$ cat config.mk
export PLATFORM = sky130hd
export DESIGN_NAME = doorbell_sequencer
export DESIGN_NICKNAME = d
export VERILOG_FILES = /design/src/rtl/doorbell_pkg.sv /design/src/rtl/rise_detect.sv /design/src/rtl/doorbell_sequencer.sv
export SDC_FILE = /design/constraint.sdc
export NUM_CORES = 1
export LEC_CHECK = 0
export ABC_AREA = 1
export CAP_MARGIN = 0
export CORE_MARGIN = 10
export CORE_UTILIZATION = 30
export CTS_BUF_LIST = sky130_fd_sc_hd__clkbuf_8
export DETAILED_ROUTE_END_ITERATION = 8
export HOLD_SLACK_MARGIN = 0.15
export PLACE_DENSITY_LB_ADDON = 0.12
export SYNTH_ARGS = -nofsm -noshare
export SYNTH_HDL_FRONTEND = slang
export SYNTH_HIERARCHICAL = 1
export SYNTH_SLANG_ARGS = --single-unit
$ cat constraint.sdc
create_clock -name clk -period 3.3 [get_ports clk]
set_input_delay 0.33 -clock clk [delete_from_list [all_inputs] [get_ports clk]]
set_output_delay 0.33 -clock clk [all_outputs]
set_load 0.02 [all_outputs]
$ cat src/rtl/doorbell_pkg.sv
// Shared types and constants for the doorbell chime sequencer.
package doorbell_pkg;

  typedef enum logic [1:0] {IDLE, TONE1, TONE2, GAP} chime_state_t;

  localparam logic SRC_FRONT = 1'b0;
  localparam logic SRC_BACK  = 1'b1;

  localparam logic SND_A = 1'b0;
  localparam logic SND_B = 1'b1;

endpackage

$ cat src/rtl/rise_detect.sv
// Rising-edge detector for a synchronous button level; a level held through
// reset release is not reported as a press.
module rise_detect (
  input  logic clk,
  input  logic rst_n,
  input  logic btn_i,
  output logic rise_o
);

  logic prev_q;

  always_ff @(posedge clk or negedge rst_n) begin
    if (!rst_n) prev_q <= 1'b1;
    else        prev_q <= btn_i;
  end

  assign rise_o = btn_i & ~prev_q;

endmodule

$ cat src/rtl/doorbell_sequencer.sv
// Two-door chime controller: press capture, one pending slot per door,
// round-robin arbitration and the TONE1/TONE2/GAP chime sequence.
module doorbell_sequencer
  import doorbell_pkg::*;
#(
  parameter int unsigned TONE_CYCLES = 8,
  parameter int unsigned GAP_CYCLES  = 4,
  parameter int unsigned CNT_W = $clog2((TONE_CYCLES > GAP_CYCLES) ? TONE_CYCLES : GAP_CYCLES)
) (
  input  logic clk,
  input  logic rst_n,
  input  logic btn_front,
  input  logic btn_back,
  input  logic mute,
  output logic sel,
  output logic play,
  output logic busy,
  output logic src,
  output logic done
);

  localparam int unsigned CW = (CNT_W < 1) ? 1 : CNT_W;
  localparam logic [CW-1:0] TONE_LOAD = CW'(TONE_CYCLES - 1);
  localparam logic [CW-1:0] GAP_LOAD  = CW'(GAP_CYCLES - 1);

  chime_state_t  state_q, state_d;
  logic [CW-1:0] cnt_q, cnt_d;
  logic          pend_f_q, pend_f_d, pend_b_q, pend_b_d;
  logic          src_q, src_d, last_q, last_d;
  logic          rise_f, rise_b, win, cnt_zero, grant_slot;

  rise_detect u_rise_front (.clk(clk), .rst_n(rst_n), .btn_i(btn_front), .rise_o(rise_f));
  rise_detect u_rise_back  (.clk(clk), .rst_n(rst_n), .btn_i(btn_back),  .rise_o(rise_b));

  assign cnt_zero   = (cnt_q == '0);
  assign grant_slot = (state_q == IDLE) | ((state_q == GAP) & cnt_zero);

  always_ff @(posedge clk or negedge rst_n) begin
    if (!rst_n) begin
      state_q  <= IDLE;
      cnt_q    <= '0;
      pend_f_q <= 1'b0;
      pend_b_q <= 1'b0;
      src_q    <= SRC_FRONT;
      last_q   <= SRC_BACK;
    end else begin
      state_q  <= state_d;
      cnt_q    <= cnt_d;
      pend_f_q <= pend_f_d;
      pend_b_q <= pend_b_d;
      src_q    <= src_d;
      last_q   <= last_d;
    end
  end

  always_comb begin
    state_d = state_q;
    cnt_d   = cnt_zero ? cnt_q : cnt_q - CW'(1);
    src_d   = src_q;
    last_d  = last_q;
    // Presses are folded into the pending flags first so an IDLE press is
    // granted on the same edge it is sampled.
    pend_f_d = pend_f_q | (rise_f & ((state_q == IDLE) | (src_q != SRC_FRONT)));
    pend_b_d = pend_b_q | (rise_b & ((state_q == IDLE) | (src_q != SRC_BACK)));
    win      = (pend_f_d & pend_b_d) ? ~last_q : pend_b_d;

    case (state_q)
      TONE1:   if (cnt_zero) begin state_d = TONE2; cnt_d = TONE_LOAD; end
      TONE2:   if (cnt_zero) begin state_d = GAP;   cnt_d = GAP_LOAD;  end
      default: ;
    endcase

    if (grant_slot) begin
      if (pend_f_d | pend_b_d) begin
        state_d = TONE1;
        cnt_d   = TONE_LOAD;
        src_d   = win;
        // The round-robin pointer only moves when both doors actually contend.
        if (pend_f_d & pend_b_d) last_d = win;
        if (win == SRC_BACK) pend_b_d = 1'b0;
        else                 pend_f_d = 1'b0;
      end else begin
        state_d = IDLE;
      end
    end
  end

  always_comb begin
    sel = SND_A;
    case (state_q)
      TONE1:   sel = (src_q == SRC_FRONT) ? SND_A : SND_B;
      TONE2:   sel = (src_q == SRC_FRONT) ? SND_B : SND_A;
      default: sel = SND_A;
    endcase
  end

  assign busy = (state_q != IDLE);
  assign done = (state_q == GAP) & cnt_zero;
  assign src  = src_q;
  assign play = ((state_q == TONE1) | (state_q == TONE2)) & ~mute;

endmodule

### Word-level counts from Yosys, hierarchy flattened

Index checks and enable logic that the tools add are counted.

| storage, ports and cells | value |
|---|---|
| latch bits | 0 |
| memories | 0 |
| ROM bits | 0 |
| bits in writable memories | 0 |
| bits in registers | 11 |

| cells by class | value |
|---|---|
| shift-type cells | 0 |
| order comparisons | 0 |
| bitwise gates (word level) | 19 |
| reduce and logical (&&, ||, !) cells | 7 |
| add/sub/neg operators | 1 |
| multiplexer cells | 21 |
| equality and inequality tests | 5 |
| multiply operators | 0 |
| div/mod/pow operators | 0 |

Operator list:

| operator | count |
|---|---|
| 3-bit two-way mux | 5 |
| 1-bit two-way mux | 10 |
| 1-bit AND | 7 |
| 1-bit OR | 7 |
| 2-bit two-way mux | 3 |
| 3-bit != test (second input constant) | 2 |
| 3-bit case mux with 2 select lines | 1 |
| 3-bit AND reduction | 2 |
| 1-bit NOT | 5 |
| 2-bit == test (second input constant) | 2 |
| 2-bit case mux with 2 select lines | 1 |
| 3-bit zero test | 1 |
| 3-bit nonzero test | 1 |
| 3-bit by 1-bit subtractor with 3-bit output (second input constant) | 1 |
| 2-bit by 1-bit == test with 1-bit output (second input constant) | 1 |
| 2-bit zero test | 1 |
| 1-bit case mux with 2 select lines | 1 |
| 2-bit AND reduction | 1 |
| 2-bit nonzero test | 1 |

### Logic depth before layout (Yosys ltp)

Gate-level depths: netlist of run 1.

| depth | value |
|---|---|
| depth in word-level cells | 9 |
| gate-level depth with buffers | 9 |
| depth with buffers taken out | 9 |

### Modules after synthesis

Netlist of run 1, hierarchy kept.

By module, submodules not included:

| module | cells an instance | area each (sq um) | seq. area each (sq um) | instances |
|---|---|---|---|---|
| doorbell_sequencer | 79 | 611.8 | 226.5 | 1 |
| rise_detect | 3 | 36.3 | 26.3 | 2 |

### Worst setup path before layout of run 1

No wires, ideal clock.

| timing path | value |
|---|---|
| path kind | reg2out |
| start | reg state_q[0] |
| end | out sel |
| setup slack | 1821 ps |
| required time | 2970 ps |
| arrival | 1149 ps |
| path buffers | 0 |
| cell stages (with the launch flop) | 5 |
| cells stage by stage | dfrtp_1 -> inv_1 -> ha_1 -> inv_1 -> o21ai_0 |

| on the way | value |
|---|---|
| longest elaborated chain between the ends | 2 |
| elaborated cells between the ends (all ways) | 3 |
| classes of those cells | eq/ne (2); mux (1) |

Ends and longest elaborated chain:

| item | line | RTL |
|---|---|---|
| start: declaration | doorbell_sequencer.sv:26 | `chime_state_t state_q, state_d;` |
| start signal: assignment | doorbell_sequencer.sv:47 | `state_q <= state_d;` |
| 2-bit == test or 2-bit by 1-bit == test with 1-bit output (tied branches) | doorbell_sequencer.sv:90 | `case (state_q)` |
| 1-bit case mux with 2 select lines * | doorbell_sequencer.sv:90 |  |
| end: declaration | doorbell_sequencer.sv:15 | `output logic sel,` |

Mark *: on every way between the ends. The rest lies on a longest branch, timed or not.

### Final worst setup path of run 1

| timing path | value |
|---|---|
| start | reg cnt_q[0] |
| end | out done |

| on the way | value |
|---|---|
| longest elaborated chain between the ends | 2 |

Ends and longest elaborated chain:

| item | line | RTL |
|---|---|---|
| start: declaration | doorbell_sequencer.sv:27 | `logic [CW-1:0] cnt_q, cnt_d;` |
| start signal: assignment | doorbell_sequencer.sv:48 | `cnt_q <= cnt_d;` |
| 3-bit zero test | doorbell_sequencer.sv:35 | `assign cnt_zero = (cnt_q == '0);` |
| 1-bit AND | doorbell_sequencer.sv:98 | `assign done = (state_q == GAP) & cnt_zero;` |
| end: declaration | doorbell_sequencer.sv:19 | `output logic done` |

Every way passes these cells.

==> flow_results.org, run 1 <==
** Worst setup path
- The most critical setup path has its endpoint at done.
- The critical path starts at cnt_q[0].
- Master of the slowest instance on the critical path :: clkdlybuf4s50_1
- Traced cell by cell, the critical path runs through inv_1 > ha_1 > inv_1 > nor2_2 > nand2_2 > inv_1 > clkdlybuf4s50_1.
- Critical register-to-register path endpoint :: cnt_q[0]
- STA puts the critical path data arrival time at 1850 ps.
- Cell repeated most along the worst path :: inv_1
- The kind of cell with the highest combined delay along the critical path is buffers and inverters.
- Startpoint Class :: register
- Worst stage delay on the critical path :: 600 ps
- The number of cells on the worst reg-to-reg path is 8.
- Along the worst path, the maximum fanout reaches 4.
- Crit path buffers/inverters :: 4
- Reg2reg setup slack :: 1870 ps
- In this run the number of cells on the critical path is 7.
- Required time reported for the critical path endpoint :: 2970 ps
- Nature of the critical path endpoint :: primary output
- Critical path class :: register to primary output
- The startpoint identified for the worst register-to-register timing path is state_q[0].

** Global route
- Antenna violations before repair :: 0
- First-pass GRT wire length :: 2.10 mm
- Global routing used 6.00% of the available tracks across all layers.
- Total congestion overflow :: 0
- Entering global routing, the biggest net connects 12 pins.
- The via count of the first global-routing pass is 539.

** Timing
- Max_slew headroom :: 67.0%
- Between clock sinks in the finished design, the worst skew comes to 4.98 ps.
- In the final timing run, aggregate negative setup slack is 0 ps.
- Final period demand of the worst path :: 2180 ps
- Static timing analysis puts the maximum clock frequency at 458 MHz.
- Setup repair after global routing left no endpoint under its margin.
- The final count of pins violating max slew came to 0.
- Portion of the clock cycle consumed by the worst path in the final layout :: 66.1%
- Final hold violations :: 0
- Final Setup Violations :: 0
- At the pin with the least slew margin, the transition time is 493 ps.

** Floorplan
- Initial Utilization :: 31.2%
- 10 I/O pins were placed.
- Floorplan Core Area :: 2190 sq um
- Row Count :: 17
- Die width :: 67.8 um
- The floorplan step defined a die boundary enclosing 4590 sq um.
- Overall die height :: 67.8 um

** Yosys
- Mux share of post-synthesis cell area :: 0%
- Summed over its instances, the top area cell type makes up 29.3% of the synthesized netlist area.
- The synthesized design spends more area on one cell type than any other, namely dfrtp_1.
- The mapped netlist covers 684 sq um.
- A synthesized cell averages 8.05 sq um.
- Post-Synth Adder-Cell Area :: 11.0%
- Gate Count Post-Synth :: 85
- After synthesis, the largest family of logic cells by area is simple AND/OR/NAND/NOR gates.
- Fraction of synthesized cell area in xor and xnor cells :: 0%
- The synthesized netlist devotes 30.3% of its cell area to simple gates.
- The number of nets handed over by synthesis was 96.
- nand2_1 is the most common cell in the netlist.
- Fraction of the yosys area taken by sequential cells :: 40.8%
- By count the netlist is led by 18 x nand2_1, 16 x inv_1, 8 x dfrtp_1.
- In this run, synthesis produced a sequential element count of 11.
- The synthesized netlist devotes 8.59% of its cell area to compound gates.
- Counting flops with a built-in enable in the synthesized netlist gives 0.
- Of all flip-flops after synthesis, the portion carrying an async set or reset was 100%.
- In the synthesized netlist the dominant register cell turns out to be dfrtp_1.
- Top area cells in the synthesized netlist :: dfrtp_1 29%, dfstp_2 12%, ha_1 11%, nand2_1 9.9%, inv_1 8.8%
- Yosys printed 6 warnings.
- Distinct cells, synth :: 18

** Finish
- Summing all flip-flop and latch instances after layout gives 279 sq um.
- The layout has 231 filler cells.
- The multi-input combinational cells in the finished layout cover a total of 342 sq um.
- Cells with a size suffix above 1 make up 21.4% of the layout.
- Layout Area Growth over Synthesis :: 24.9%
- Once layout is complete, the cells apart from fillers number 126.
- For this run, the post-layout net count is 110.
- Antenna Diode Count :: 0

** Detailed routing
- Using the TritonRoute via totals, the vias-per-cell ratio works out to 4.17.
- Via count :: 526
- The count of nets left with antenna violations once routing finished came out at 0.
- Total length of routed wires :: 1.29 mm
- After detailed routing, the number of remaining DRC violations is 0.
- Dividing the detail-routed wire length by the instance count gives 10.2 um.
- In this run, the number of DRC markers left after iteration 0 of detailed routing was 37.
- The pre-antenna-repair detailed-routing pass consisted of 4 iterations.

** Job
- Number of max-cap violations :: 0

** CTS
- Clock edge transition at the registers on the reported setup and hold paths :: 50 ps
- Clock root buffer :: clkbuf_8
- In this run the number of H-tree levels came out at 1.
- Counting the buffers created by CTS gives 3.
- TritonCTS built the clock tree.
- Once the clock tree was built, the setup fixing pass inserted 0 buffers.
- Post-CTS repair changed the size of 0 cells.
- Buffers inserted to repair hold after CTS numbered 0.
- Clock Tree Buf Depth :: 2
- The clock reaches the later pin of the worst-skew pair after 240 ps.
- Counting every sink on the clock net gives 11.

** Power and ir drop
- Sequential cells account for 28.6% of the total power.
- Share of power burned in the clock network :: 16.2%
- Internal power summed over all cells :: 0.000454 W
- The analysis attributes to cell leakage a power of 0.433 nW.
- Net load switching power :: 0.000359 W
- Combinational Power Share :: 55.2%
- In this run switching power makes up 44.2% of total power.
- VDD sags by at most 0.431 mV.
- Dividing total power by cell area gives a power density of 951 nW/um^2.

** Placed design
- GP Congestion :: 0.712
- The count of buffers added on input and output ports is 9.
- Inst Count DP :: 122
- After legalization and detailed placement, the total HPWL measured 1.07 mm.

** Min path
- The min-delay analysis places its worst path in the category input port to asynchronous set/reset pin.

** Status
- Outcome :: completed
## worst reg2reg max path, cell delays in order (launching register included)
cell and delay, ps:
dfrtp_1 390, inv_1 80, ha_1 240, inv_2 100, nand2_1 90, a21oi_2 180, nand2_2 80, nand2_4 80
o21ai_0 80
## power groups by stage
stage	combinational [W]	clock, W	sequential [W]
2_1_floorplan	0.000324	0	0.000235
3_3_place_gp	0.000453	0	0.000234
3_5_place_dp	0.000456	0	0.000235
4_1_cts	0.000458	0.000135	0.000234
5_1_grt	0.000516	0.000141	0.000239
6_report	0.000449	0.000132	0.000232
## through the flow
stage | power [W] | instance area (sq um) | utilization [%] | worst slack (ps) | hold slack [ps]
after global routing | 0.000896 | 855 | 39.0 | 961 | 463
after detailed placement | 0.000691 | 810 | 37.0 | 1340 | 467
after global placement | 0.000687 | 810 | 37.0 | 1340 | 459
after CTS | 0.000827 | 855 | 39.0 | 1080 | 456
final | 0.000813 | 855 | 39.0 | 1120 | 427
after floorplan | 0.000560 | 684 | - | 1820 | 34.4
## kinds of logic after synthesis
logic type / count (synthesis)
and+or+nand+nor: 42
buffers and inverters: 17
DFF: 11
AOI/OAI and AO/OA: 9
adders and majority gates: 6
## flip-flops by register name, indices dropped and copies added (netlist names)
register	flops
cnt_q	3
src	1
pend_f_q	1
state_q	2
last_q	1
u_rise_back/prev_q	1
u_rise_front/prev_q	1
pend_b_q	1
## layout by cell type, fill, tap and decap left out
master,netlist,routed
a21oi_1,1,1
a21oi_2,2,2
clkbuf_8,0,3
clkdlybuf4s50_1,0,9
dfrtp_1,8,8
dfstp_2,3,3
ha_1,6,6
inv_1,16,17
inv_2,1,1
nand2_1,18,18
nand2_2,2,2
nand2_4,2,2
nand3_1,7,7
nand4_1,1,1
nor2_1,4,4
nor2_2,6,6
nor3_1,1,1
o21ai_0,5,5
o21bai_2,1,1
or2_2,1,1
## layout make-up
type	count	area share, %
Tap cell	28	4.10
Inverter	17	7.47
Multi-Input combinational cell	57	40.0
Clock buffer	3	4.83
Sequential cell	11	32.7
Timing Repair Buffer	9	10.5
Clock inverter	1	0.439
## per-layer routing
| layer | global-route usage, % | routed length [um] | vias to the layer above |
|---|---|---|---|
| li1 | - | - | 289 |
| met1 | 6.95 | 606 | 228 |
| met2 | 9.62 | 583 | 7 |
| met3 | 1.98 | 84 | 2 |
| met4 | 3.08 | 10 | 0 |
| met5 | 0 | 0 | - |
## how the worst min path moves through the flow
| stage | start | endpoint | cells after the start |
|---|---|---|---|
| after global routing | rst_n | pend_f_q | 1 |
| after detailed placement | last_q | last_q | 2 |
| final | rst_n | pend_f_q | 1 |
| after CTS | rst_n | pend_f_q | 1 |
| after floorplan | rst_n | cnt_q[0] | 0 |
| after global placement | last_q | last_q | 2 |
(Power assumes the default switching activity.)
==> inputs of run 2 (changes only) <==
clock period = 1.8 ns   (was 3.3 ns; I/O delays follow)
==> run 2 against run 1 <==
Against the previous run:
- global-route usage rose by 0.37 points
- worst hold slack worse by 140 ps
- design area fell by 0.15%
- critical path type unchanged
- critical path depth is 2 lower
- sequential share of layout area is essentially flat
==> flow_results.org, run 2 (synthesis gave the netlist of run 1 again) <==
** Job
- The max-capacitance violation count was 0 (unchanged).

** Detailed routing
- The average wire per cell in the routed design is 10.1 um (-0.48%).
- The mean number of vias per cell was 4.26 (+2.0%).
- Number of nets with antenna violations after routing :: 0 (unchanged)
- The iteration-0 DRC count of the detailed router is 4 (-89%).
- The total length of routed wires came to 1.29 mm (+0.31%).
- The count of vias placed by the detailed router came to 541 (+2.9%).
- Detailed-router iteration count before antenna repair :: 2 (-2)
- Post-detailed-route DRC marker count :: 0 (unchanged)

** Global route
- The largest net degree at the start of global routing came to 12 (unchanged).
- The global-route total usage across every layer was 6.37% (+0.37 points).
- Antenna violations before repair :: 0 (unchanged)
- The global-route wire length before repair came to 2.21 mm (+5.2%).
- The via count of the first global-routing pass came to 530 (-1.7%).
- The total global routing overflow was 0 (unchanged).

** Floorplan
- The placeable core region is 2190 sq um (unchanged).
- Row Count :: 17 (unchanged)
- I/O pins :: 10 (unchanged)
- Die width :: 67.8 um (unchanged)
- The starting utilization of the core area was 31.2% (unchanged).
- The vertical extent of the die was 67.8 um (unchanged).
- Total die area :: 4590 sq um (unchanged)

** Power and ir drop
- The static power due to leakage came to 0.448 nW (+3.3%).
- Largest vdd supply drop :: 0.891 mV (+110%)
- The overall power after layout was 0.00147 W (+81%).
- The total power per unit cell area came to 1730 nW/um^2 (+82%).

** CTS
- The number of hold-repair buffers added at the cts stage is 0 (unchanged).
- Number of buffers created by CTS :: 3 (unchanged)
- Clock sinks :: 11 (unchanged)
- TritonCTS clock tree :: yes
- Clock edge transition at the registers on the reported setup and hold paths :: 50 ps (about the same)
- Insertion delay of the later-clocked pin in the worst-skew pair :: 230 ps (about the same)
- H-tree levels :: 1 (unchanged)
- The maximum root-to-sink buffer count was 2 (unchanged).
- The cell sitting at the root of the clock tree is a clkbuf_8.

** Timing
- Max Clock Skew :: 0.309 ps (-4.67 ps)
- Post-route worst setup slack :: 135 ps (-983 ps)
- Final Setup Violations :: 0 (unchanged)
- Final period demand of the worst path :: 1670 ps
- Transition time at the pin with the least slew margin :: 498 ps (+4.43 ps)
- Setup repair after global routing left no endpoint under its margin.
- Highest Clock Rate :: 601 MHz
- Final hold violations :: 0 (unchanged)
- The worst slew margin relative to its limit is 66.7% (-0.30 points).
- The final critical path takes up 92.5% of the cycle.
- Max-slew violation count :: 0 (unchanged)
- The setup TNS was 0 ps (unchanged).

** Placed design
- The count of input and output buffers was 9 (unchanged).
- The routability-driven placement congestion ratio came to 0.784 (+10%).
- The post-placement worst setup slack is 42.0 ps (-1290 ps).
- DP Area :: 817 sq um (+0.93%)
- The HPWL reported at the end of detailed placement came to 1.06 mm (-0.34%).

** Finish
- The area growth from synthesis to layout is 24.7%.
- Fraction of final layout cells with drive strength greater than 1 :: 23.2% (+1.8 points)
- The largest registers in the layout are cnt_q (3), state_q (2).
- The number of antenna diodes is 0 (unchanged).
- Register with the highest flop count :: cnt_q
- Flip-flop count of the largest register, all copies and words added :: 3 (unchanged)
- The library cell used most frequently in the layout, excluding fill and tap cells, is nand2_1.
- Commonest non-fill, non-tap cells in the layout :: 18 x nand2_1, 17 x inv_1, 8 x dfrtp_1
- Number of nets in the finished design :: 111 (+0.91%)
- Post-layout instance area :: 853 sq um (-0.15%)

** Worst setup path
- Worst stage delay on the critical path :: 380 ps (-220 ps)
- The endpoint required time on the critical path was 1620 ps (-1350 ps).
- CP delay by family, top :: buffers and inverters
- The biggest fanout along the worst timing path is 4 (unchanged).
- STA classifies the critical path startpoint as a register.
- Crit path buffers/inverters :: 3 (-1)
- The endpoint arrival time on the critical path was 1490 ps (-360 ps).
- Traced cell by cell, the critical path runs through inv_1 > ha_1 > inv_1 > nor2_1 > dlygate4sd2_1.
- The largest individual stage delay along the critical path comes from the cell dfrtp_1.
- Nature of the critical path endpoint :: primary output
- Cell repeated most along the worst path :: inv_1
- Critical path class :: register to primary output

** Min path
- Hold crit path type :: input port to asynchronous set/reset pin

** Status
- Outcome :: completed
run 2: report_power, final:
group,switching (W),internal [W],leakage [nW]
logic,0.000504,0.000313,0.291
registers,0.0000637,0.000357,0.130
clock network,0.0000882,0.000149,0.0269
run 2: worst paths after layout:
| kind | startpoint | end | slack [ps] | cells after the start |
|---|---|---|---|---|
| min in group clk | btn_back | u_rise_back/prev_q | 380 | 1 |
| max | state_q[1] | play | 130 | 5 |
| max reg2reg | state_q[1] | cnt_q[0] | 380 | 8 |
| max in group asynchronous | rst_n | u_rise_back/prev_q | 1160 | 1 |
| min reg2reg | last_q | last_q | 470 | 2 |
| min | rst_n | pend_f_q | 280 | 1 |
run 2: area by class of cell:
cell class              count  area [sq um]
inverters                  17          63.8
multi-input cells          57           342
clock buffers               3          41.3
fillers                   230          1340
flip-flops and latches     11           279
repair buffers             10          88.8
clock inverters             1          3.75
well taps                  28          35.0
run 2: timing repair:
item	CTS	global route
endpoints found under the setup margin	4	1
buffers inserted	0	0
gates resized for setup	4	2
run 2: through the flow:
| step | std cells | hold WS (ps) | util (%) |
|---|---|---|---|
| CTS | 127 | 302 | 39.1 |
| finish | 127 | 283 | 38.9 |
| detailed placement | 123 | 464 | 37.3 |
| global route | 127 | 320 | 38.9 |
| floorplan | 85 | -116 | - |
| global placement | 123 | 460 | 37.3 |
run 2: layer usage:
layer  GRT usage [%]  share of wire (%)
met2            9.86                 47
met4            5.38                1.3
met3            1.65                5.5
met5               0                  0
met1            7.16                 46
